[src/rtl/gps_spi_packer_if.sv]
// Bus bundle between the GPS packer and its environment: front-end sample
// inputs on one side, SPI link plus status outputs on the other.
interface gps_spi_packer_if #(
  parameter int SAMPLE_BITS = 2,
  parameter int FIFO_DEPTH  = 8
);
  logic                             MAX2769_CLK;
  logic [SAMPLE_BITS-1:0]           GPS_I;
  logic [SAMPLE_BITS-1:0]           GPS_Q;
  logic                             SELF_TEST;
  logic                             MCU_SCK;
  logic                             MCU_SS;
  logic                             MCU_MOSI;
  logic                             OVERFLOW;
  logic [$clog2(FIFO_DEPTH+1)-1:0]  FIFO_LEVEL;

  // The packer is the SPI master: it consumes samples and drives the link.
  modport master (
    input  MAX2769_CLK, GPS_I, GPS_Q, SELF_TEST,
    output MCU_SCK, MCU_SS, MCU_MOSI, OVERFLOW, FIFO_LEVEL
  );

  // The environment side: supplies samples and observes the link.
  modport slave (
    output MAX2769_CLK, GPS_I, GPS_Q, SELF_TEST,
    input  MCU_SCK, MCU_SS, MCU_MOSI, OVERFLOW, FIFO_LEVEL
  );
endinterface

[src/rtl/gps_spi_packer.sv]
// GPS I/Q sample packer: captures MAX2769 samples on MCU_CLK, packs them into
// WORD_BITS words, buffers them in a FIFO and streams them out as SPI master.
//
// state | meaning
// IDLE  | SS high, waiting for a buffered word
// SHIFT | SS low, clocking out the word MSB first (mode 0)
// HOLD  | SS low after the last SCK fall, SCK idle
// GAP   | SS high for the minimum inter-frame gap
module gps_spi_packer #(
  parameter int SAMPLE_BITS = 2,
  parameter int WORD_BITS   = 16,
  parameter int FIFO_DEPTH  = 8,
  parameter int SCK_DIV     = 2,
  parameter int SS_GAP      = 4
) (
  input  logic              MCU_CLK,
  input  logic              RESET,
  gps_spi_packer_if.master  bus
);
  localparam int SW   = 2 * SAMPLE_BITS;
  localparam int SPW  = WORD_BITS / SW;
  localparam int CW   = (SPW > 1) ? $clog2(SPW) : 1;
  localparam int PW   = $clog2(FIFO_DEPTH);
  localparam int LW   = $clog2(FIFO_DEPTH + 1);
  localparam int BW   = $clog2(WORD_BITS);
  localparam int TMAX = (SCK_DIV > SS_GAP) ? SCK_DIV : SS_GAP;
  localparam int TW   = $clog2(TMAX) + 1;

  typedef enum logic [1:0] {IDLE, SHIFT, HOLD, GAP} state_t;

  logic [2:0]           mclk_sync;
  logic [SW-1:0]        data_s1, data_s2;
  logic                 strobe;
  logic [CW-1:0]        pack_cnt;
  logic [WORD_BITS-1:0] pack_reg, pack_next;
  logic                 test_mode, use_test;
  logic [SW-1:0]        test_ctr, sample;
  logic                 push, pop, full, wr_en;
  logic [WORD_BITS-1:0] mem [FIFO_DEPTH];
  logic [PW-1:0]        wr_ptr, rd_ptr;
  logic [LW-1:0]        level;
  logic                 overflow;
  state_t               state;
  logic [WORD_BITS-1:0] shreg;
  logic [BW-1:0]        bits_left;
  logic [TW-1:0]        tmr;
  logic                 sck, ss, mosi;

  // Bits [1:0] synchronise MAX2769_CLK; bit 2 is the previous synced value for edge detect.
  always_ff @(posedge MCU_CLK) begin
    if (RESET) begin
      mclk_sync <= '0;
      data_s1   <= '0;
      data_s2   <= '0;
    end else begin
      mclk_sync <= {mclk_sync[1:0], bus.MAX2769_CLK};
      data_s1   <= {bus.GPS_I, bus.GPS_Q};
      data_s2   <= data_s1;
    end
  end

  assign strobe    = mclk_sync[1] & ~mclk_sync[2];
  // SELF_TEST only takes effect at a word boundary so a word is never mixed.
  assign use_test  = (pack_cnt == '0) ? bus.SELF_TEST : test_mode;
  assign sample    = use_test ? test_ctr : data_s2;
  assign pack_next = WORD_BITS'({pack_reg, sample});
  assign push      = strobe && (pack_cnt == CW'(SPW - 1));

  // Packer: shift samples in from the LSB end, hand off a full word to the FIFO.
  always_ff @(posedge MCU_CLK) begin
    if (RESET) begin
      pack_cnt  <= '0;
      pack_reg  <= '0;
      test_mode <= 1'b0;
      test_ctr  <= '0;
    end else if (strobe) begin
      if (pack_cnt == '0) test_mode <= bus.SELF_TEST;
      if (use_test) test_ctr <= test_ctr + SW'(1);
      pack_reg <= pack_next;
      pack_cnt <= push ? '0 : pack_cnt + CW'(1);
    end
  end

  assign full  = (level == LW'(FIFO_DEPTH));
  assign pop   = (state == IDLE) && (level != '0);
  assign wr_en = push && (!full || pop);

  // FIFO storage; a push into a full FIFO that is also popping reuses the freed slot.
  always_ff @(posedge MCU_CLK) begin
    if (wr_en) mem[wr_ptr] <= pack_next;
  end

  // FIFO pointers, level and sticky overflow.
  always_ff @(posedge MCU_CLK) begin
    if (RESET) begin
      wr_ptr   <= '0;
      rd_ptr   <= '0;
      level    <= '0;
      overflow <= 1'b0;
    end else begin
      if (wr_en) wr_ptr <= wr_ptr + PW'(1);
      if (pop)   rd_ptr <= rd_ptr + PW'(1);
      level <= level + LW'(wr_en) - LW'(pop);
      if (push && full && !pop) overflow <= 1'b1;
    end
  end

  // SPI master FSM with registered SCK/SS/MOSI; tmr is a down-counter per phase.
  always_ff @(posedge MCU_CLK) begin
    if (RESET) begin
      state     <= IDLE;
      shreg     <= '0;
      bits_left <= '0;
      tmr       <= '0;
      sck       <= 1'b0;
      ss        <= 1'b1;
      mosi      <= 1'b0;
    end else begin
      case (state)
        IDLE: begin
          if (level != '0) begin
            shreg     <= mem[rd_ptr];
            mosi      <= mem[rd_ptr][WORD_BITS-1];
            ss        <= 1'b0;
            sck       <= 1'b0;
            tmr       <= TW'(SCK_DIV - 1);
            bits_left <= BW'(WORD_BITS - 1);
            state     <= SHIFT;
          end
        end
        SHIFT: begin
          if (tmr != '0) begin
            tmr <= tmr - TW'(1);
          end else if (!sck) begin
            sck <= 1'b1;
            tmr <= TW'(SCK_DIV - 1);
          end else begin
            sck <= 1'b0;
            tmr <= TW'(SCK_DIV - 1);
            if (bits_left == '0) begin
              state <= HOLD;
            end else begin
              bits_left <= bits_left - BW'(1);
              shreg     <= {shreg[WORD_BITS-2:0], 1'b0};
              mosi      <= shreg[WORD_BITS-2];
            end
          end
        end
        HOLD: begin
          if (tmr != '0) begin
            tmr <= tmr - TW'(1);
          end else begin
            ss    <= 1'b1;
            mosi  <= 1'b0;
            tmr   <= TW'(SS_GAP - 1);
            state <= GAP;
          end
        end
        default: begin
          if (tmr != '0) tmr <= tmr - TW'(1);
          else           state <= IDLE;
        end
      endcase
    end
  end

  assign bus.MCU_SCK    = sck;
  assign bus.MCU_SS     = ss;
  assign bus.MCU_MOSI   = mosi;
  assign bus.OVERFLOW   = overflow;
  assign bus.FIFO_LEVEL = level;
endmodule

[src/flat_wrapper.sv]
// flat-port wrapper written by rule: the top's interface ports become plain ports
module gps_spi_packer_flat 
#(
  parameter int SAMPLE_BITS = 2,
  parameter int WORD_BITS   = 16,
  parameter int FIFO_DEPTH  = 8,
  parameter int SCK_DIV     = 2,
  parameter int SS_GAP      = 4
)
  (MCU_CLK, RESET, bus_MAX2769_CLK, bus_GPS_I, bus_GPS_Q, bus_SELF_TEST, bus_MCU_SCK, bus_MCU_SS, bus_MCU_MOSI, bus_OVERFLOW, bus_FIFO_LEVEL);
  gps_spi_packer_if #(.SAMPLE_BITS(SAMPLE_BITS), .FIFO_DEPTH(FIFO_DEPTH)) bus_i ();
  input  logic MCU_CLK;
  input  logic RESET;
  input wire logic [$bits(bus_i.MAX2769_CLK)-1:0] bus_MAX2769_CLK;
  input wire logic [$bits(bus_i.GPS_I)-1:0] bus_GPS_I;
  input wire logic [$bits(bus_i.GPS_Q)-1:0] bus_GPS_Q;
  input wire logic [$bits(bus_i.SELF_TEST)-1:0] bus_SELF_TEST;
  output wire logic [$bits(bus_i.MCU_SCK)-1:0] bus_MCU_SCK;
  output wire logic [$bits(bus_i.MCU_SS)-1:0] bus_MCU_SS;
  output wire logic [$bits(bus_i.MCU_MOSI)-1:0] bus_MCU_MOSI;
  output wire logic [$bits(bus_i.OVERFLOW)-1:0] bus_OVERFLOW;
  output wire logic [$bits(bus_i.FIFO_LEVEL)-1:0] bus_FIFO_LEVEL;
  assign bus_i.MAX2769_CLK = bus_MAX2769_CLK;
  assign bus_i.GPS_I = bus_GPS_I;
  assign bus_i.GPS_Q = bus_GPS_Q;
  assign bus_i.SELF_TEST = bus_SELF_TEST;
  assign bus_MCU_SCK = bus_i.MCU_SCK;
  assign bus_MCU_SS = bus_i.MCU_SS;
  assign bus_MCU_MOSI = bus_i.MCU_MOSI;
  assign bus_OVERFLOW = bus_i.OVERFLOW;
  assign bus_FIFO_LEVEL = bus_i.FIFO_LEVEL;
  gps_spi_packer #(.SAMPLE_BITS(SAMPLE_BITS), .WORD_BITS(WORD_BITS), .FIFO_DEPTH(FIFO_DEPTH), .SCK_DIV(SCK_DIV), .SS_GAP(SS_GAP)) u_core (.MCU_CLK(MCU_CLK), .RESET(RESET), .bus(bus_i));
endmodule
[config.mk]
export PLATFORM = sky130hd
export DESIGN_NAME = gps_spi_packer_flat
export DESIGN_NICKNAME = d
export VERILOG_FILES = /design/src/rtl/gps_spi_packer_if.sv /design/src/rtl/gps_spi_packer.sv /design/src/flat_wrapper.sv
export SDC_FILE = /design/constraint.sdc
export NUM_CORES = 1
export LEC_CHECK = 0
export BUFFER_PORTS_ARGS = -buffer_cell sky130_fd_sc_hd__buf_2
export CAP_MARGIN = 30
export CORE_MARGIN = 4
export CORE_UTILIZATION = 56
export CTS_CLUSTER_SIZE = 20
export DETAILED_ROUTE_END_ITERATION = 10
export GPL_TIMING_DRIVEN = 0
export PLACE_DENSITY_LB_ADDON = 0.1
export SYNTH_ARGS = -nofsm -noshare
export SYNTH_HDL_FRONTEND = slang
export SYNTH_SLANG_ARGS = --single-unit
[constraint.sdc]
create_clock -name MCU_CLK -period 3.1 [get_ports MCU_CLK]
set_input_delay 0.62 -clock MCU_CLK [delete_from_list [all_inputs] [get_ports MCU_CLK]]
set_output_delay 0.62 -clock MCU_CLK [all_outputs]
set_load 0.05 [all_outputs]
==> impl_metrics.tcl, run 1 <==
set metrics [dict create \
    ff2ff_path_depth 9 \
    ys_async_sr_fraction_pct 0 \
    synthCells 588 \
    initial_core_util_pct 57.38 \
    yosysSeqAreaShare_pct 65.85 \
    yosys-top-cells-area "edfxtp_1, dfxtp_1, mux4_2" \
    worst_skew_pair.late_latency_ps 440 \
    ys_warn_count 0 \
    dieArea_um2 16250 \
    grt_use_total_pct 21.47 \
    drc 0 \
    layout_commonest_cell "edfxtp_1" \
    grt_setup_unrepaired "no" \
    vias_per_cell 5.872 \
    worstPathArrival_ps 2970 \
    worst_pin_slew_ps 905.1 \
    period_needed_ps 2833 \
    layout-drive-gt1-share_pct 20.56 \
    setup_tns_ps 0 \
    diodes 0 \
    gp_congestion 0.7809 \
    drt_wl_total_mm 16.44 \
    layout_common_cells "edfxtp_1, dfxtp_1, nor2_1, nand2_1, nor3_1" \
    p_seq_share_pct 40.7 \
    nets 661 \
    syn_area_um2 7995 \
    finalHoldViolCount 0 \
    post-route-util_pct 65.46 \
    drt_pass1_iterations 5 \
    p_per_area_nw_per_um2 844.6 \
    fp.coreArea_um2 13930 \
    p_sw_share_pct 33.30 \
    setup_violations 0 \
    dp.final_hpwl_mm 11.19 \
    critPathLaunchType "flip-flop" \
    grt_max_degree 19 \
    clock-sinks 199 \
    final.setup_skew_ps 8.923 \
    hold_class "in -> reg" \
    p_clk_share_pct 28.6 \
    io_buffers 14 \
    chipWidth_um 127.5 \
    place_inst 790 \
    cp-end-kind "flip-flop" \
    die_h_um 127.5 \
    path_clk_slew_ps 70 \
    drtIter0Drc 412 \
    dpl_cell_area_um2 8479 \
    outcome "complete, no violations" \
    grt_pass1_vias 4769 \
    finalCritPeriodShare_pct 91.39 \
    synth-seq-cells 199 \
    synth_top_area_share_pct 48.08 \
    vias 4856 \
    path_class "reg -> reg" \
    fp-row-count 43 \
    power.leakage_uw 0.003136 \
    synthFlopType "edfxtp_1" \
    crit_fanout 9 \
    syn2layout_area_growth_pct 14.08 \
    stdcell_count 827 \
    relSlewSlack_pct 39.33 \
    synth.distinct_cells 48 \
    ctsHtreeMaxLevel 4 \
    antenna_found_initial 0 \
    clock.fmax_mhz 353.0 \
    synth_edf_count 128 \
    grt_pass1_wl_mm 26.21 \
    n_fill_cell 1013 \
    hold_depth 2 \
    p_sw_uw 2565 \
    combPwrFrac_pct 30.7 \
    postRouteAntennaNets 0 \
    clockRootBuffer "clkbuf_16" \
    wire_per_inst_um 19.88 \
    grt_overflow 0 \
    power.internal_uw 5139 \
    whs_ps 390.6 \
    largest_register_ffs 128 \
    clockBufferDepth 2 \
    pin_count 16 \
    ir_drop_v 0.0004743 \
    fin_area_um2 9121 \
    tritoncts "built" \
    cap_violations 0 \
    cts_made_buffers 17 \
    synthesis.nets 615 \
    synth_top_area_cell "edfxtp_1" \
    crit_required_ps 3240 \
    syn_avg_cell_area_um2 13.60 \
    final_max_slew_viol_count 0 \
]
[repair_timing]
action / in CTS / in global routing
buffers inserted: 0 / 5
gates resized for setup: 0 / 3
hold buffers: 0 / 0
endpoints found under the setup margin: 0 / 44
[routing by layer]
layer	up-vias	part of all wire [%]	track usage [%]
met5	-	0	0
met2	136	49	34.56
met1	2419	44	29.58
met3	17	5.4	4.849
li1	2284	-	-
met4	0	1.2	6.183
[per-stage QoR]
| step | power [µW] | setup slack, ps |
|---|---|---|
| floorplan | 4989 | 44.76 |
| global placement | 5465 | -671.8 |
| detailed placement | 5539 | 24.21 |
| CTS | 7738 | 3.728 |
| global route | 8134 | 122.2 |
| finish | 7704 | 267.0 |
[synth_stat cells (all sizes together) (3+ instances only)]
master and number:
a211oi 32, a21oi 27, buf 15, clkbuf 18, dfxtp 71, edfxtp 128
ha 18, inv 16, mux2 19, mux2i 4, mux4 18, nand2 34
nand2b 4, nand3 8, nand3b 3, nor2 50, nor2b 29, nor3 37
o21ai 9, o22ai 14, xnor2 4, xor2 7
[cell families (layout without fill, tap and decap cells)]
logic type	after synthesis	in the layout	share of synthesized area (%)
flip-flops	199	199	65.85
AND/OR/NAND/NOR	180	180	11.21
AO/OA/AOI/OAI	89	89	7.715
buffers and inverters	49	108	2.707
multiplexers	41	41	8.247
adder cells (fa/ha/maj)	19	19	3.067
XOR/XNOR	11	11	1.205
[layout make-up]
cell class	count	area, µm²	share of cell area [%]
multi-input combinational	340	2608	28.59
buffer	33	156.4	1.715
clock buffer	17	425.4	4.664
tap	180	225.2	2.469
inverter	16	60.06	0.6584
clock inverter	15	165.2	1.811
timing repair buffer	27	216.5	2.373
sequential	199	5265	57.72
[worst max-delay path: stages (launching register included)]
cell	delay, ps
dfxtp_1	340
inv_1	90
ha_1	240
nand2b_1	150
nand3_1	140
nand3_1	380
inv_1	300
nand2_1	280
nor2_4	400
buf_6	220
[worst paths after layout]
kind,startpoint,to,slack [ps]
worst max-delay path,u_core.bus.FIFO_LEVEL[2],u_core.mem[7][9],270
worst min-delay path,bus_GPS_I[1],u_core.data_s1[3],390
worst max register to register,u_core.bus.FIFO_LEVEL[2],u_core.mem[7][9],270
worst min register to register,u_core.data_s1[0],u_core.data_s2[0],450
[power by group through the flow]
stage	Sequential, µW	Clock [µW]	Combinational, µW
floorplan	3280	0	1710
global placement	3180	0	2290
detailed placement	3190	0	2350
CTS	3130	2240	2370
global route	3160	2360	2610
finish	3140	2210	2360
Note: power is estimated with default switching activity, not from simulation.
==> run 2, diff against run 1 <==
--- a/config.mk
+++ b/config.mk
@@ -10,3 +10,3 @@
 export CORE_MARGIN = 4
-export CORE_UTILIZATION = 56
+export CORE_UTILIZATION = 61
 export CTS_CLUSTER_SIZE = 20
==> constraint.sdc (replaced) <==
create_clock -name MCU_CLK -period 3.4 [get_ports MCU_CLK]
set_input_delay 0.68 -clock MCU_CLK [delete_from_list [all_inputs] [get_ports MCU_CLK]]
set_output_delay 0.68 -clock MCU_CLK [all_outputs]
set_load 0.02 [all_outputs]
==> impl_metrics.tcl, run 2 (same netlist as run 1, synthesis figures left out) <==
set metrics [dict create \
    outcome "complete, no violations" \
    hold_class "reg -> reg" \
    final.setup_skew_ps 6.657 \
    worst_skew_pair.late_latency_ps 430 \
    drt_pass1_iterations 5 \
    pin_count 16 \
    dieArea_um2 15000 \
    layout_common_cells "edfxtp_1, dfxtp_1, nor2_1, nand2_1, nor3_1" \
    grt_pass1_wl_mm 26.09 \
    grt_setup_unrepaired "no" \
    initial_core_util_pct 62.84 \
    vias_per_cell 5.851 \
    layout_commonest_cell "edfxtp_1" \
    crit_fanout 9 \
    antenna_found_initial 0 \
    post-cts-setup-buffers 0 \
    cts_made_buffers 17 \
    ir_drop_v 0.0004247 \
    grt_overflow 0 \
    drc 0 \
    post_cts_resized 0 \
    cap_violations 0 \
    largest_register_ffs 128 \
    grt_use_total_pct 23.52 \
    stdcell_count 817 \
    p_total_uw 6810 \
    p_sw_uw 2215 \
    dp.final_hpwl_mm 10.93 \
    period_needed_ps 2933 \
    worstPathArrival_ps 3070 \
    finalHoldViolCount 0 \
    gp_congestion 0.7653 \
    wire_per_inst_um 19.40 \
    die_h_um 122.5 \
    clockRootBuffer "clkbuf_16" \
    fp.coreArea_um2 12720 \
    drt_wl_total_mm 15.85 \
    power.leakage_uw 0.003106 \
    p_per_area_nw_per_um2 757.3 \
    setup_tns_ps 0 \
    fp-row-count 41 \
    path_clk_slew_ps 70 \
    p_clk_share_pct 27.7 \
    relSlewSlack_pct 42.61 \
    diodes 0 \
    tritoncts "built" \
    grt_max_degree 18 \
    ctsHtreeMaxLevel 4 \
    clockBufferDepth 2 \
    p_seq_share_pct 41.9 \
    whs_ps 438.6 \
    combPwrFrac_pct 30.4 \
    grt_pass1_vias 4812 \
    chipWidth_um 122.5 \
    p_sw_share_pct 32.52 \
    syn2layout_area_growth_pct 12.47 \
    setup_violations 0 \
    finalCritPeriodShare_pct 86.27 \
    holdBufCountCts 0 \
    path_class "reg -> reg" \
    crit_required_ps 3540 \
    drtIter0Drc 411 \
    post-route-util_pct 70.68 \
    clock.fmax_mhz 340.9 \
    nets 659 \
    postRouteAntennaNets 0 \
    critPathLaunchType "flip-flop" \
    vias 4780 \
    cp-end-kind "flip-flop" \
    io_buffers 14 \
    power.internal_uw 4595 \
    layout-drive-gt1-share_pct 20.00 \
    clock-sinks 199 \
    worst_pin_slew_ps 857.2 \
    place_inst 785 \
    final_max_slew_viol_count 0 \
]
-- run 2: area by class of cell --
type / instances / area (µm²)
clock inverter: 15 / 128.9
clock buffer: 17 / 425.4
multi-input combinational: 340 / 2555
fill: 919 / 3730
inverter: 16 / 60.06
buffer: 33 / 156.4
tap: 172 / 215.2
sequential: 199 / 5265
timing repair buffer: 25 / 186.4
-- run 2: critical path: stages, from the launching register on --
cell      delay, ps
dfxtp_1         320
inv_1            80
ha_1            240
nand2b_1        150
nand3_1         140
nand3_1         260
inv_1           260
nand2_1         190
nor3b_2         760
buf_8           230
-- run 2: worst paths after layout --
check	from	endpoint	cells after the start	slack, ps
setup / recovery	u_core.bus.FIFO_LEVEL[2]	u_core.mem[6][11]	9	470
hold / removal	u_core.data_s1[2]	u_core.data_s2[2]	1	440
setup reg to reg	u_core.bus.FIFO_LEVEL[2]	u_core.mem[6][11]	9	470
hold reg to reg	u_core.data_s1[2]	u_core.data_s2[2]	1	440
-- run 2: routing by layer --
metal / vias up / wire length [µm] / GRT usage, %
li1: 2261 / - / -
met1: 2378 / 7136 / 32.31
met2: 119 / 7633 / 37.07
met3: 22 / 849 / 6.498
met4: 0 / 227 / 7.068
met5: - / 0 / 0
-- run 2: power by group through the flow --
| stage | sequential (µW) | clock (µW) | combinational (µW) |
|---|---|---|---|
| after CTS | 2850 | 1910 | 2070 |
| after floorplan | 2920 | 0 | 1560 |
| after detailed placement | 2900 | 0 | 2060 |
| after global routing | 2880 | 2030 | 2310 |
| final | 2850 | 1890 | 2070 |
| after global placement | 2900 | 0 | 2000 |
-- run 2: metrics by stage --
stage | cell area, µm² | setup WS [ps]
4_1_cts | 8992 | 443.8
3_5_place_dp | 8438 | 445.7
5_1_grt | 8992 | 249.2
2_1_floorplan | 7995 | 15.99
3_3_place_gp | 8280 | -1538
6_report | 8992 | 467.0
